`src/rtl/iob_ethmac_mem_arb.sv`:
```
// Two-master IOb arbiter: merges the Ethernet MAC master (port 0) and a second
// system master (port 1) onto one memory port with round-robin fairness.
module iob_ethmac_mem_arb #(
  parameter int ADDR_W = 32,
  parameter int DATA_W = 32
) (
  input  logic                clk,
  input  logic                rst,
  input  logic                s0_valid,
  input  logic [ADDR_W-1:0]   s0_addr,
  input  logic [DATA_W-1:0]   s0_wdata,
  input  logic [DATA_W/8-1:0] s0_wstrb,
  output logic [DATA_W-1:0]   s0_rdata,
  output logic                s0_ready,
  input  logic                s1_valid,
  input  logic [ADDR_W-1:0]   s1_addr,
  input  logic [DATA_W-1:0]   s1_wdata,
  input  logic [DATA_W/8-1:0] s1_wstrb,
  output logic [DATA_W-1:0]   s1_rdata,
  output logic                s1_ready,
  output logic                m_valid,
  output logic [ADDR_W-1:0]   m_addr,
  output logic [DATA_W-1:0]   m_wdata,
  output logic [DATA_W/8-1:0] m_wstrb,
  input  logic [DATA_W-1:0]   m_rdata,
  input  logic                m_ready,
  output logic                grant,
  output logic                dbg_state
);

  // Handshake (all ports): the requester holds valid and payload stable until
  // ready; a transfer completes in the cycle valid=1 and ready=1, and read data
  // is valid in that same cycle.

  typedef enum logic {IDLE = 1'b0, BUSY = 1'b1} state_t;

  state_t state;
  logic   last;
  logic   pick;

  // Lone requester wins; on contention the port not served last wins.
  always_comb begin
    pick = s1_valid & (~s0_valid | ~last);
  end

  always_ff @(posedge clk or posedge rst) begin
    if (rst) begin
      state   <= IDLE;
      m_valid <= 1'b0;
      m_addr  <= '0;
      m_wdata <= '0;
      m_wstrb <= '0;
      grant   <= 1'b0;
      last    <= 1'b1;
    end else begin
      case (state)
        IDLE: begin
          if (s0_valid || s1_valid) begin
            state   <= BUSY;
            m_valid <= 1'b1;
            grant   <= pick;
            m_addr  <= pick ? s1_addr  : s0_addr;
            m_wdata <= pick ? s1_wdata : s0_wdata;
            m_wstrb <= pick ? s1_wstrb : s0_wstrb;
          end
        end
        BUSY: begin
          if (m_ready) begin
            state   <= IDLE;
            m_valid <= 1'b0;
            last    <= grant;
          end
        end
        default: state <= IDLE;
      endcase
    end
  end

  // Responses arriving while IDLE are stale and never reach a master.
  assign s0_ready  = m_ready & (state == BUSY) & ~grant;
  assign s1_ready  = m_ready & (state == BUSY) & grant;
  assign s0_rdata  = m_rdata;
  assign s1_rdata  = m_rdata;
  assign dbg_state = (state == BUSY);

endmodule

```
`config.mk`:
```
export PLATFORM = sky130hd
export DESIGN_NAME = iob_ethmac_mem_arb
export DESIGN_NICKNAME = d
export VERILOG_FILES = /design/src/rtl/iob_ethmac_mem_arb.sv
export SDC_FILE = /design/constraint.sdc
export NUM_CORES = 1
export LEC_CHECK = 0
export BUFFER_PORTS_ARGS = -buffer_cell sky130_fd_sc_hd__buf_2
export CORE_AREA = 3 3 121 123
export CTS_CLUSTER_SIZE = 16
export DETAILED_ROUTE_END_ITERATION = 10
export DIE_AREA = 0 0 124 126
export PLACE_DENSITY = 0.6
export REMOVE_ABC_BUFFERS = 1
export SLEW_MARGIN = 20
export SYNTH_ARGS = -nofsm -noshare
export SYNTH_HDL_FRONTEND = slang
export SYNTH_SLANG_ARGS = --single-unit
```
`constraint.sdc`:
```
create_clock -name clk -period 1.89 [get_ports clk]
set_input_delay 0.189 -clock clk [delete_from_list [all_inputs] [get_ports clk]]
set_output_delay 0.189 -clock clk [all_outputs]
set_load 0.01 [all_outputs]
```
==> impl_metrics.tcl <==
set metrics [dict create \
    postCtsSetupRepairBufs 0 \
    clk_pin_slew_ps 60 \
    min_path_type "in2reg" \
    grt_pass1_vias 3380 \
    final.setup.tns_ps 0 \
    synth_seq_area_share_pct 48.34 \
    netlist_instances 450 \
    wl_met2_um 4872 \
    clockBufferDepth 2 \
    cp-endpoint "m_wdata[31]" \
    place_area_um2 4488 \
    max_freq_ghz 0.6793 \
    die_h_um 126 \
    post_cts_resized 0 \
    viasPerCell 4.534 \
    ant_nets 0 \
    critPathLaunch "last" \
    avgSynthCellArea_um2 8.289 \
    num_rows 43 \
    place_ws_ps 440.4 \
    pin_count 310 \
    antenna_found_initial 1 \
    synth.ff_latch_count 72 \
    final_common_cell "buf_2" \
    stdcell_area_um2 4798 \
    r2r_cells 4 \
    grt_setup_unrepaired "false" \
    final.period_utilization_pct 77.89 \
    cp-end-kind "flop" \
    clk_latency_ps 330 \
    gp_congestion 0.7139 \
    ctsHoldBuffers 1 \
    antennaDiodeCount 0 \
    route.met3.wl_um 2490 \
    drive_gt1_share_pct 40.20 \
    dr.first_iter.drc_count 127 \
    worst_pin_slew_ps 403.2 \
    numCtsBuffers 9 \
    cts_sinks 72 \
    worstReg2RegStart "last" \
    status "finished clean" \
    critPathKind "reg2reg" \
    h-tree-depth 3 \
    gr-usage-all-layers_pct 16.48 \
    overflow 0 \
    maxCapViolCount 0 \
    yosys_warnings 0 \
    grt_max_degree 75 \
    clockRootBuffer "clkbuf_16" \
    utilization_pct 34.84 \
    r2r_slack_ps 420 \
    setup_ws_ps 418.0 \
    synthDistinctLibCells 17 \
    port_buffers 213 \
    grt_pass1_wl_um 19350 \
    r2r-end "m_wdata[31]" \
    fin_crit_ps 1472 \
    wl_per_cell_um 16.79 \
    tritoncts "yes" \
    crit_required_ps 2130 \
    slew_headroom_pct 73.12 \
    drt_wl_total_um 12970 \
    power_density_nw_per_um2 1116 \
    final_cell_mix "buf_2, nand2_1, dfrtp_1" \
    dieWidth_um 124 \
    netlist_area_um2 3730 \
    finalHoldViolations 0 \
    worstPathArrival_ps 1710 \
    final_nets 760 \
    dieArea_um2 15620 \
    start_util_pct 27.08 \
    via_count 3500 \
    dp_hpwl_um 9824 \
    skew_ps 8.858 \
    maxSlewViolCount 0 \
    coreArea_um2 13770 \
    met1_length_um 5429 \
    p_leak_nw 2.377 \
    finalSetupViolations 0 \
    dr.max_layer_used "met5" \
    ir_drop_mv 0.4029 \
    cp_max_fo 32 \
    dr.pass1.iters 4 \
    area_delta_synth_final_pct 28.65 \
    drcViolationCount 0 \
    cp-start-kind "flop" \
]
==> Yosys cell counts <==
cell,n,area [um^2]
buf_6,3,33.78
o21ba_2,1,10.01
buf_2,23,115.1
clkbuf_1,1,3.750
a21bo_1,1,10.01
buf_4,67,503.0
o22ai_1,1,6.260
nor2_1,70,262.8
a31oi_1,68,425.4
a21boi_2,1,11.26
dfrtp_1,71,1777
a21o_1,1,7.510
dfstp_2,1,26.28
inv_1,2,7.510
nand2_1,137,514.2
o31a_1,1,8.760
o21a_1,1,7.510
==> per-layer routing <==
layer | vias to the layer above | global-route usage, %
met5 | - | 4.276
li1 | 1682 | -
met3 | 12 | 14.23
met2 | 240 | 20.11
met1 | 1562 | 21.25
met4 | 4 | 3.866
==> worst max-delay path, stage by stage, from the launching register on <==
cell and delay [ps]:
dfstp_2 560, a21bo_2 170, buf_4 330, nand2_1 110
a31oi_1 200
==> cell type report <==
type                    instances  area (um^2)
fillers                      1553         8975
flip-flops and latches         72         1803
multi-input cells             282         1277
repair buffers                220         1184
clock buffers                  13        260.3
well taps                     180        225.2
clock inverters                 3        40.04
inverters                       2        8.758
==> registers in the layout, indices dropped and copies added (netlist names) <==
register and cells:
m_addr 32, dbg_state 1, grant 1, m_wdata 32
last 1, m_wstrb 4, m_valid 1
==> power breakdown <==
group	switching [mW]	internal (mW)
Sequential	0.198	1.92
Clock	0.621	1.09
Combinational	0.859	0.664
Total	1.68	3.68
==> stage by stage <==
step | power [mW] | hold slack, ps | cells
2_1_floorplan | 2.925 | 327.7 | 356
3_3_place_gp | 3.679 | 298.9 | 755
3_5_place_dp | 3.705 | 302.4 | 755
4_1_cts | 5.463 | 83.05 | 772
5_1_grt | 5.722 | 90.85 | 772
6_report | 5.356 | 101.7 | 772
==> logic make-up after synthesis <==
logic type	share of synthesized area [%]
flip-flops	48.34
buffers and inverters	17.78
AO/OA/AOI/OAI	13.05
AND/OR/NAND/NOR	20.83
==> worst min path at each step <==
| stage | slack (ps) | from | end | depth (start not counted) |
|---|---|---|---|---|
| 6_report | 100 | s0_addr[20] | m_addr[20] | 3 |
| 5_1_grt | 90 | s0_addr[15] | m_addr[15] | 3 |
| 4_1_cts | 80 | s0_wdata[29] | m_wdata[29] | 3 |
| 3_5_place_dp | 300 | rst | m_addr[20] | 3 |
| 3_3_place_gp | 300 | rst | m_addr[20] | 3 |
| 2_1_floorplan | 330 | s0_wdata[6] | m_wdata[6] | 2 |
No activity file was read; power rests on OpenSTA's default activity.
